<file path="src/rtl/csr_file.sv">
// Machine-mode CSR file: applies writeback CSR writes, runs counters, handles trap/interrupt entry and MRET.
// Latency: state updates at the edge the inputs are presented; read port is combinational; redirect is 1 cycle.
// No backpressure: every presented writeback is consumed in its cycle; redirect is a single-cycle pulse.
module csr_file #(
   parameter logic [31:0] HART_ID    = 32'd0,
   parameter logic [31:0] MISA_VALUE = 32'h40000100
) (
   input  logic        clock,
   input  logic        reset,
   input  logic        interrupt,
   input  logic        memoryWritebackValid,
   input  logic        dualValid,
   input  logic [11:0] destinationCSR,
   input  logic        csrDestinationEnable,
   input  logic [31:0] csrWriteData,
   // trapData layout: [69:68] trapType, [67:64] cause, [63:32] pc, [31:0] tval
   input  logic [69:0] trapData,
   input  logic [11:0] readCSR,
   output logic [31:0] readData,
   output logic        redirectValid,
   output logic [31:0] redirectPC
);

   // CSR address map
   localparam logic [11:0] A_MSTATUS   = 12'h300;
   localparam logic [11:0] A_MISA      = 12'h301;
   localparam logic [11:0] A_MIE       = 12'h304;
   localparam logic [11:0] A_MTVEC     = 12'h305;
   localparam logic [11:0] A_MSCRATCH  = 12'h340;
   localparam logic [11:0] A_MEPC      = 12'h341;
   localparam logic [11:0] A_MCAUSE    = 12'h342;
   localparam logic [11:0] A_MTVAL     = 12'h343;
   localparam logic [11:0] A_MIP       = 12'h344;
   localparam logic [11:0] A_MCYCLE    = 12'hB00;
   localparam logic [11:0] A_MINSTRET  = 12'hB02;
   localparam logic [11:0] A_MCYCLEH   = 12'hB80;
   localparam logic [11:0] A_MINSTRETH = 12'hB82;
   localparam logic [11:0] A_MHARTID   = 12'hF14;

   // trapType encoding
   localparam logic [1:0] T_NONE      = 2'd0;
   localparam logic [1:0] T_EXCEPTION = 2'd1;
   localparam logic [1:0] T_MRET      = 2'd2;

   localparam logic [31:0] IRQ_CAUSE = 32'h8000000B;

   // trap payload fields
   logic [1:0]  trap_type;
   logic [3:0]  trap_cause;
   logic [31:0] trap_pc;
   logic [31:0] trap_tval;

   assign trap_type  = trapData[69:68];
   assign trap_cause = trapData[67:64];
   assign trap_pc    = trapData[63:32];
   assign trap_tval  = trapData[31:0];

   // architectural state; low bits that always read zero are not stored
   logic        mstatus_mie;
   logic        mstatus_mpie;
   logic        mie_meie;
   logic [29:0] mtvec_base;
   logic [29:0] mepc_word;
   logic [31:0] mcause;
   logic [31:0] mtval;
   logic [31:0] mscratch;
   logic [63:0] mcycle;
   logic [63:0] minstret;

   // pc of the instruction after the retiring one, word aligned
   logic [29:0] next_pc_word;
   assign next_pc_word = trap_pc[31:2] + 30'd1;

   // pc bits [1:0] never reach a register since mepc is word aligned
   logic unused_pc_bits;
   assign unused_pc_bits = ^trap_pc[1:0];

   // software write strobes, one per implemented writable CSR
   logic wr_mstatus;
   logic wr_mie;
   logic wr_mtvec;
   logic wr_mscratch;
   logic wr_mepc;
   logic wr_mcause;
   logic wr_mtval;
   logic wr_mcycle;
   logic wr_mcycleh;
   logic wr_minstret;
   logic wr_minstreth;

   assign wr_mstatus   = csrDestinationEnable && (destinationCSR == A_MSTATUS);
   assign wr_mie       = csrDestinationEnable && (destinationCSR == A_MIE);
   assign wr_mtvec     = csrDestinationEnable && (destinationCSR == A_MTVEC);
   assign wr_mscratch  = csrDestinationEnable && (destinationCSR == A_MSCRATCH);
   assign wr_mepc      = csrDestinationEnable && (destinationCSR == A_MEPC);
   assign wr_mcause    = csrDestinationEnable && (destinationCSR == A_MCAUSE);
   assign wr_mtval     = csrDestinationEnable && (destinationCSR == A_MTVAL);
   assign wr_mcycle    = csrDestinationEnable && (destinationCSR == A_MCYCLE);
   assign wr_mcycleh   = csrDestinationEnable && (destinationCSR == A_MCYCLEH);
   assign wr_minstret  = csrDestinationEnable && (destinationCSR == A_MINSTRET);
   assign wr_minstreth = csrDestinationEnable && (destinationCSR == A_MINSTRETH);

   // events; trapType is one-hot by value so EXCEPTION > MRET falls out,
   // and an interrupt only lands on an instruction retiring normally
   logic take_exc;
   logic take_mret;
   logic take_irq;
   logic take_trap;
   logic take_any;

   assign take_exc  = memoryWritebackValid && (trap_type == T_EXCEPTION);
   assign take_mret = memoryWritebackValid && (trap_type == T_MRET);
   assign take_irq  = memoryWritebackValid && (trap_type == T_NONE) &&
                      mstatus_mie && mie_meie && interrupt;
   assign take_trap = take_exc || take_irq;
   assign take_any  = take_trap || take_mret;

   // mstatus: trap/MRET updates override any same-cycle software write
   always_ff @(posedge clock or posedge reset) begin
      if (reset) begin
         mstatus_mie  <= 1'b0;
         mstatus_mpie <= 1'b0;
      end else if (take_trap) begin
         mstatus_mpie <= mstatus_mie;
         mstatus_mie  <= 1'b0;
      end else if (take_mret) begin
         mstatus_mie  <= mstatus_mpie;
         mstatus_mpie <= 1'b1;
      end else if (wr_mstatus) begin
         mstatus_mie  <= csrWriteData[3];
         mstatus_mpie <= csrWriteData[7];
      end
   end

   // software-only registers: mie, mtvec, mscratch
   always_ff @(posedge clock or posedge reset) begin
      if (reset) begin
         mie_meie   <= 1'b0;
         mtvec_base <= 30'd0;
         mscratch   <= 32'd0;
      end else begin
         if (wr_mie)      mie_meie   <= csrWriteData[11];
         if (wr_mtvec)    mtvec_base <= csrWriteData[31:2];
         if (wr_mscratch) mscratch   <= csrWriteData;
      end
   end

   // trap capture registers; trap entry wins, MRET leaves them to software
   always_ff @(posedge clock or posedge reset) begin
      if (reset) begin
         mepc_word <= 30'd0;
         mcause    <= 32'd0;
         mtval     <= 32'd0;
      end else if (take_exc) begin
         mepc_word <= trap_pc[31:2];
         mcause    <= {28'd0, trap_cause};
         mtval     <= trap_tval;
      end else if (take_irq) begin
         mepc_word <= next_pc_word;
         mcause    <= IRQ_CAUSE;
         mtval     <= 32'd0;
      end else begin
         if (wr_mepc)   mepc_word <= csrWriteData[31:2];
         if (wr_mcause) mcause    <= csrWriteData;
         if (wr_mtval)  mtval     <= csrWriteData;
      end
   end

   // cycle counter: a write to either half replaces this cycle's increment
   always_ff @(posedge clock or posedge reset) begin
      if (reset) begin
         mcycle <= 64'd0;
      end else if (wr_mcycle) begin
         mcycle[31:0] <= csrWriteData;
      end else if (wr_mcycleh) begin
         mcycle[63:32] <= csrWriteData;
      end else begin
         mcycle <= mcycle + 64'd1;
      end
   end

   // retired-instruction counter: a write wins over the retirement increment
   always_ff @(posedge clock or posedge reset) begin
      if (reset) begin
         minstret <= 64'd0;
      end else if (wr_minstret) begin
         minstret[31:0] <= csrWriteData;
      end else if (wr_minstreth) begin
         minstret[63:32] <= csrWriteData;
      end else if (dualValid) begin
         minstret <= minstret + 64'd1;
      end
   end

   // fetch redirect: one-cycle pulse that never stretches into a second cycle
   always_ff @(posedge clock or posedge reset) begin
      if (reset) begin
         redirectValid <= 1'b0;
         redirectPC    <= 32'd0;
      end else begin
         redirectValid <= take_any && !redirectValid;
         if (take_any && !redirectValid) begin
            redirectPC <= take_trap ? {mtvec_base, 2'b00} : {mepc_word, 2'b00};
         end
      end
   end

   // decode read port, straight from current state
   always_comb begin
      readData = 32'd0;
      case (readCSR)
         A_MSTATUS:   readData = {19'd0, 2'b11, 3'd0, mstatus_mpie, 3'd0, mstatus_mie, 3'd0};
         A_MISA:      readData = MISA_VALUE;
         A_MIE:       readData = {20'd0, mie_meie, 11'd0};
         A_MTVEC:     readData = {mtvec_base, 2'b00};
         A_MSCRATCH:  readData = mscratch;
         A_MEPC:      readData = {mepc_word, 2'b00};
         A_MCAUSE:    readData = mcause;
         A_MTVAL:     readData = mtval;
         A_MIP:       readData = {20'd0, interrupt, 11'd0};
         A_MCYCLE:    readData = mcycle[31:0];
         A_MCYCLEH:   readData = mcycle[63:32];
         A_MINSTRET:  readData = minstret[31:0];
         A_MINSTRETH: readData = minstret[63:32];
         A_MHARTID:   readData = HART_ID;
         default:     readData = 32'd0;
      endcase
   end

endmodule
</file>
<file path="config.mk">
export PLATFORM = sky130hd
export DESIGN_NAME = csr_file
export DESIGN_NICKNAME = d
export VERILOG_FILES = /design/src/rtl/csr_file.sv
export SDC_FILE = /design/constraint.sdc
export NUM_CORES = 1
export LEC_CHECK = 0
export BUFFER_PORTS_ARGS = -buffer_cell sky130_fd_sc_hd__buf_2
export CAP_MARGIN = 20
export CORE_MARGIN = 4
export CORE_UTILIZATION = 37
export CTS_CLUSTER_DIAMETER = 120
export CTS_CLUSTER_SIZE = 10
export DETAILED_ROUTE_END_ITERATION = 8
export PLACE_DENSITY_LB_ADDON = 0.2
export SYNTH_ARGS = -nofsm -noshare
export SYNTH_HDL_FRONTEND = slang
export SYNTH_SLANG_ARGS = --single-unit
</file>
<file path="constraint.sdc">
create_clock -name clock -period 24.9 [get_ports clock]
set_clock_uncertainty 0.1 [all_clocks]
set_input_delay 3.735 -clock clock [delete_from_list [all_inputs] [get_ports clock]]
set_output_delay 3.735 -clock clock [all_outputs]
set_load 0.02 [all_outputs]
</file>
==> flow_metrics.env, run 1 <==
export IMPL_status="complete, no violations"
export IMPL_maxCapViolCount=0
export IMPL_synth_flop_cell="dfrtp_1"
export IMPL_path_cells="buf_2 -> nor4b_1 -> buf_4 -> nand2_1 -> nor2_1 -> buf_4 -> a222oi_1 -> o211ai_1 -> buf_2"
export IMPL_crit_start="readCSR[7]"
export IMPL_ys_ff_latch=318
export IMPL_cp_max_fo=19
export IMPL_fp_coreArea_mm2=0.04915
export IMPL_cts_tree="built"
export IMPL_ys_warn_count=0
export IMPL_syn_area_mm2=0.01851
export IMPL_final_hold_viol_count=0
export IMPL_slowest_delay_ps=870
export IMPL_cts_sinks=318
export IMPL_synth_area_leader_cell="dfrtp_1"
export IMPL_synth_area_leaders="dfrtp_1, nand2_1, mux2_2"
export IMPL_powerDensity_mw_per_mm2=61.95
export IMPL_rsz0062_at_grt="no"
export IMPL_multi_input_area_mm2=0.009847
export IMPL_cp_end_kind="output pin"
export IMPL_slew_headroom_pct=21.42
export IMPL_min_period_ps=10790
export IMPL_drt_iter0_drc=2514
export IMPL_ctsResizeCount=0
export IMPL_cp_top_family="simple AND/OR/NAND/NOR gates"
export IMPL_synth_edf_count=0
export IMPL_nNetsFinal=2377
export IMPL_pre_cts_ws_ps=14240
export IMPL_leakagePower_nw=8.858
export IMPL_drive_gt1_share_pct=17.65
export IMPL_area_delta_synth_final_pct=13.65
export IMPL_met2_wirelength_mm=36.30
export IMPL_cts_hold_buffers=0
export IMPL_path_buf_inv=4
export IMPL_insertion_delay_ps=580
export IMPL_clockBufferDepth=3
export IMPL_fp_dieW_um=231.6
export IMPL_portBuffers=192
export IMPL_timing_hold_ws_ps=385.0
export IMPL_clk_pin_slew_ps=50
export IMPL_synthArstFlopShare_pct=100.0
export IMPL_firstDrtPassIters=8
export IMPL_post_route_period_util_pct=43.32
export IMPL_hold_path_class="flip-flop to flip-flop"
export IMPL_r2r_slack_ps=21290
export IMPL_ys_seq_area_share_pct=43.00
export IMPL_die_area_mm2=0.05366
export IMPL_syn_inst=2147
export IMPL_grt_pass1_wl_mm=119.9
export IMPL_place_area_mm2=0.02000
export IMPL_routed_top_layer="met5"
export IMPL_max_freq_mhz=92.70
export IMPL_met3WireLength_mm=8.905
export IMPL_fillers=4941
export IMPL_routedWlPerCell_um=28.22
export IMPL_grt_max_degree=139
export IMPL_maxSlewViolCount=0
export IMPL_fp_row_count=81
export IMPL_m1WireLength_mm=34.36
export IMPL_die_h_um=231.6
export IMPL_dp_hpwl_mm=58.81
export IMPL_route_detailed_drc=0
export IMPL_start_util_pct=37.65
export IMPL_grt_antenna_before_repair=9
export IMPL_cts_setup_buffers=0
export IMPL_synth_area_per_cell_um2=8.620
export IMPL_vias_per_cell=6.440
export IMPL_routed_via_count=18735
export IMPL_synth_top_area_share_pct=43.00
export IMPL_ant_nets=0
export IMPL_track_usage_pct=29.74
export IMPL_crit_type="input port to output pin"
export IMPL_power_w=0.001303
export IMPL_htree_levels=2
export IMPL_arrival_ps=6950
export IMPL_cp_slowest_cell="nor2_1"
export IMPL_cts_root_buf="clkbuf_16"
export IMPL_grt_pass1_vias=17631
export IMPL_holdCritStartpoint="mtval[17]"
export IMPL_timing_setup_tns_ps=0
export IMPL_gp_congestion=0.9711
export IMPL_synth_distinct_cells=74
export IMPL_wirelength_mm=82.09
export IMPL_worst_pin_slew_ps=1179
export IMPL_required_ps=21060
export IMPL_seq_area_mm2=0.007958
export IMPL_setup_viol=0
export IMPL_ios=197
export IMPL_grt_remaining_overflow=0
export IMPL_vdd_drop_max_mv=0.04094
export IMPL_design_area_mm2=0.02103
export IMPL_rr_startpoint="minstret[3]"
export IMPL_cp_start_kind="input port"
export IMPL_cts_buffers=37
export IMPL_worst_slack_ps=14110
cells by family (layout without fill, tap and decap cells):
family | after synthesis | in the layout | share of synthesized area, %
flip-flops | 318 | 318 | 43.00
adder cells (fa/ha/maj) | 3 | 3 | 0.2028
buffers and inverters | 203 | 299 | 4.286
AO/OA/AOI/OAI | 568 | 568 | 20.77
AND/OR/NAND/NOR | 885 | 885 | 22.42
other | 1 | 3 | 0.02026
XOR/XNOR | 61 | 61 | 2.887
multiplexers | 108 | 108 | 6.416
cell type report:
type                       count  area share (%)
clock inverter                 3          0.1963
clock buffer                  38           4.468
tap                          664           3.950
multi-input combinational   1627           46.82
sequential                   318           37.83
antenna                        1         0.01190
timing repair buffer         233           6.240
inverter                      25          0.4819
synthesized netlist by cell type (6+ instances only):
master,count
a211oi_1,16
a21o_1,6
a21oi_1,139
a221oi_1,41
a222oi_1,28
a22oi_1,80
a311oi_1,10
a31oi_1,48
and2_1,14
and3_1,32
and4_1,12
buf_2,8
clkbuf_1,159
dfrtp_1,318
inv_1,25
mux2_2,85
mux2i_1,23
nand2_1,308
nand3_1,101
nand4_1,46
nor2_1,228
nor3_1,53
nor3b_1,6
nor4_1,31
o211ai_1,23
o21ai_0,89
o22ai_1,15
o311ai_0,6
o31ai_1,6
o32ai_1,11
or3_1,13
or4_1,7
xnor2_1,42
xor2_1,19
worst paths after layout:
kind / end / cells after the start
setup / recovery: readData[31] / 9
hold / removal: mtval[17] / 2
setup reg to reg: minstret[62] / 6
hold reg to reg: mtval[17] / 2
max in group asynchronous: mcycle[49] / 4
min in group asynchronous: minstret[2] / 2
routing by layer:
layer	vias up	global-route usage, %
li1	8108	-
met1	9309	42.11
met2	1109	45.49
met3	201	7.166
met4	8	8.556
met5	-	0
layout by cell type (no fill, tap or decap), types with 10 or more instances in the layout:
| cell type | n |
|---|---|
| mux2_2 | 85 |
| a311oi_1 | 10 |
| buf_4 | 35 |
| nand3_1 | 101 |
| nor4_1 | 29 |
| o211ai_1 | 23 |
| a21oi_1 | 138 |
| xor2_1 | 19 |
| buf_2 | 192 |
| and2_1 | 13 |
| dfrtp_1 | 318 |
| o22ai_1 | 15 |
| inv_1 | 24 |
| a31oi_1 | 46 |
| a222oi_1 | 28 |
| nand4_1 | 46 |
| a221oi_1 | 41 |
| mux2i_1 | 23 |
| o21ai_0 | 89 |
| xnor2_1 | 42 |
| a211oi_1 | 16 |
| or3_1 | 12 |
| clkbuf_16 | 37 |
| o32ai_1 | 11 |
| and4_1 | 12 |
| nor2_1 | 223 |
| nor3_1 | 50 |
| nand2_1 | 307 |
| a22oi_1 | 80 |
| and3_1 | 32 |
power breakdown:
part           internal [W]  total, W  switching (W)
sequential         0.000565  0.000627      0.0000620
combinational     0.0000623  0.000183       0.000121
clock              0.000268  0.000493       0.000225
total              0.000895   0.00130       0.000408
worst register-to-register path, stage by stage, from the launching register on:
cell     delay, ps
dfrtp_1        530
nand4_1        320
nor4_1         720
nand3_1        610
or4_1          790
or3_1          380
nand3_1         90
stage by stage:
| step | util [%] | instances |
|---|---|---|
| finish | 42.79 | 2909 |
| global route | 42.78 | 2908 |
| detailed placement | 40.69 | 2864 |
| floorplan | - | 2148 |
| CTS | 42.69 | 2905 |
| global placement | 40.65 | 2862 |
sequential cells by signal, summed over array words and instances (netlist names):
register,cells
mcause,32
mcycle,64
mepc_word,30
mie_meie,1
minstret,64
mscratch,32
mstatus_mie,1
mstatus_mpie,1
mtval,32
mtvec_base,30
redirectPC,30
redirectValid,1
Note: power is estimated with default switching activity, not from simulation.
==> run 2, diff against run 1 <==
==> constraint.sdc (replaced) <==
create_clock -name clock -period 10.1 [get_ports clock]
set_clock_uncertainty 0.1 [all_clocks]
set_input_delay 1.515 -clock clock [delete_from_list [all_inputs] [get_ports clock]]
set_output_delay 1.515 -clock clock [all_outputs]
set_load 0.02 [all_outputs]
==> run 2 against run 1 <==
  * Sequential share of layout area about the same
  * Via count rose by 0.12%
  * Power is 150% higher
  * Sequential cell count did not move
  * Clock power is 150% higher
  * Sequential power increased by 150%
  * Hold slack hardly changed
  * Register-to-register slack got worse by 15000 ps
  * Final cell count rose by 0.17%
  * Largest cell class unchanged
  * Largest power group unchanged
==> flow_metrics.env, run 2 (synthesized netlist as in run 1, its figures left out) <==
export IMPL_largestRegisters="mcycle: 64 flops, minstret: 64 flops"
export IMPL_cts_buffers=37
export IMPL_cp_end_kind="output pin"
export IMPL_cts_hold_buffers=0
export IMPL_path_cells="buf_2 -> nor4b_1 -> nand2_1 -> nor2_1 -> buf_4 -> a22oi_1 -> o2111ai_1 -> buf_2"
export IMPL_final_hold_viol_count=0
export IMPL_hold_depth=2
export IMPL_utilization_pct=42.84
export IMPL_required_ps=8490
export IMPL_vdd_drop_max_mv=0.09470
export IMPL_p_clk_share_pct=37.8
export IMPL_status="complete, no violations"
export IMPL_min_period_ps=6797
export IMPL_worst_r2r_path_depth=6
export IMPL_routedWlPerCell_um=28.02
export IMPL_cp_start_kind="input port"
export IMPL_seq_area_mm2=0.007958
export IMPL_slowest_delay_ps=890
export IMPL_worst_slack_ps=3303
export IMPL_nNetsFinal=2381
export IMPL_ctsResizeCount=0
export IMPL_start_util_pct=37.65
export IMPL_p_int_w=0.002207
export IMPL_hold_path_class="flip-flop to flip-flop"
export IMPL_die_h_um=231.6
export IMPL_route_detailed_drc=0
export IMPL_dp_hpwl_mm=59.21
export IMPL_max_freq_mhz=147.1
export IMPL_setup_viol=0
export IMPL_fp_dieW_um=231.6
export IMPL_fp_coreArea_mm2=0.04915
export IMPL_stdcell_count=2914
export IMPL_cts_setup_buffers=0
export IMPL_pwr_share_comb_pct=14.0
export IMPL_clk_pin_slew_ps=50
export IMPL_wirelength_mm=81.64
export IMPL_power_frac_seq_pct=48.2
export IMPL_die_area_mm2=0.05366
export IMPL_ant_nets=0
export IMPL_worst_pin_slew_ps=1139
export IMPL_r2r_slack_ps=6410
export IMPL_grt_remaining_overflow=0
export IMPL_gp_congestion=0.9419
export IMPL_area_delta_synth_final_pct=13.79
export IMPL_fp_row_count=81
export IMPL_maxCapViolCount=0
export IMPL_cp_slowest_cell="nor4b_1"
export IMPL_grt_pass1_wl_mm=118.4
export IMPL_arrival_ps=5180
export IMPL_rr_startpoint="minstret[3]"
export IMPL_maxSlewViolCount=0
export IMPL_htree_levels=2
export IMPL_switching_share_pct=31.27
export IMPL_cts_tree="built"
export IMPL_post_route_period_util_pct=67.30
export IMPL_routed_via_count=18758
export IMPL_grt_pass1_vias=17469
export IMPL_pre_cts_ws_ps=3322
export IMPL_powerDensity_mw_per_mm2=152.5
export IMPL_multi_input_area_mm2=0.009842
export IMPL_cp_max_fo=19
export IMPL_r2r_end="minstret[52]"
export IMPL_insertion_delay_ps=570
export IMPL_crit_type="input port to output pin"
export IMPL_rsz0062_at_grt="no"
export IMPL_grt_antenna_before_repair=7
export IMPL_hold_end="mtval[18]"
export IMPL_drive_gt1_share_pct=17.66
export IMPL_dp_cells=2867
export IMPL_vias_per_cell=6.437
export IMPL_cts_sinks=318
export IMPL_slew_headroom_pct=24.04
export IMPL_mostFrequentLayoutCell="dfrtp_1"
export IMPL_holdCritStartpoint="mtval[18]"
export IMPL_fillers=4930
export IMPL_grt_max_degree=174
export IMPL_leakagePower_nw=8.876
export IMPL_path_common_cell="buf_2"
export IMPL_portBuffers=192
export IMPL_final_cell_mix="dfrtp_1, nand2_1, nor2_1"
export IMPL_ios=197
export IMPL_clockBufferDepth=3
export IMPL_cts_root_buf="clkbuf_16"
export IMPL_track_usage_pct=29.42
export IMPL_p_switching_w=0.001004
export IMPL_timing_setup_tns_ps=0
export IMPL_firstDrtPassIters=8
export IMPL_timing_hold_ws_ps=385.0
export IMPL_drt_iter0_drc=2437
[run 2: worst max-delay path by stage]
stage | depth (start not counted) | slack [ps] | start | endpoint
final | 8 | 3300 | readCSR[7] | readData[30]
after detailed placement | 7 | 3320 | readCSR[7] | readData[12]
after CTS | 7 | 3310 | readCSR[7] | readData[12]
after global routing | 8 | 3220 | readCSR[7] | readData[30]
after global placement | 7 | 3340 | readCSR[7] | readData[12]
after floorplan | 1 | 4250 | reset | mcause[0]
[run 2: worst max-delay path, delay by kind of cell]
family	cells	cell delay, ps
compound gates	2	510
buf+inv	3	890
simple gates	3	2240
[run 2: cell type report]
class / instances / area share, %
Clock buffer: 38 / 4.462
Multi-Input combinational cell: 1627 / 46.74
Sequential cell: 318 / 37.79
Antenna cell: 2 / 0.02377
Inverter: 25 / 0.4634
Tap cell: 664 / 3.945
Timing Repair Buffer: 237 / 6.387
Clock inverter: 3 / 0.1961
[run 2: metal layers]
layer	global-route usage, %	routed length, µm	part of all wire, %
met5	0	46	0.056
met3	5.285	8356	10
met2	45.35	36110	44
met1	42.39	34260	42
met4	8.743	2867	3.5
[run 2: power groups by stage]
stage | registers, W | clock network [W] | logic (W)
finish | 0.00155 | 0.00121 | 0.000451
global route | 0.00156 | 0.00127 | 0.000495
CTS | 0.00154 | 0.00123 | 0.000449
detailed placement | 0.00156 | 0 | 0.000447
global placement | 0.00156 | 0 | 0.000439
floorplan | 0.00153 | 0 | 0.000242
[run 2: metrics by stage]
stage	instance area (µm²)	total power [W]
after floorplan	18510	0.001777
after global placement	20020	0.001997
after detailed placement	20020	0.002008
after CTS	21000	0.003218
after global routing	21060	0.003326
final	21060	0.003212
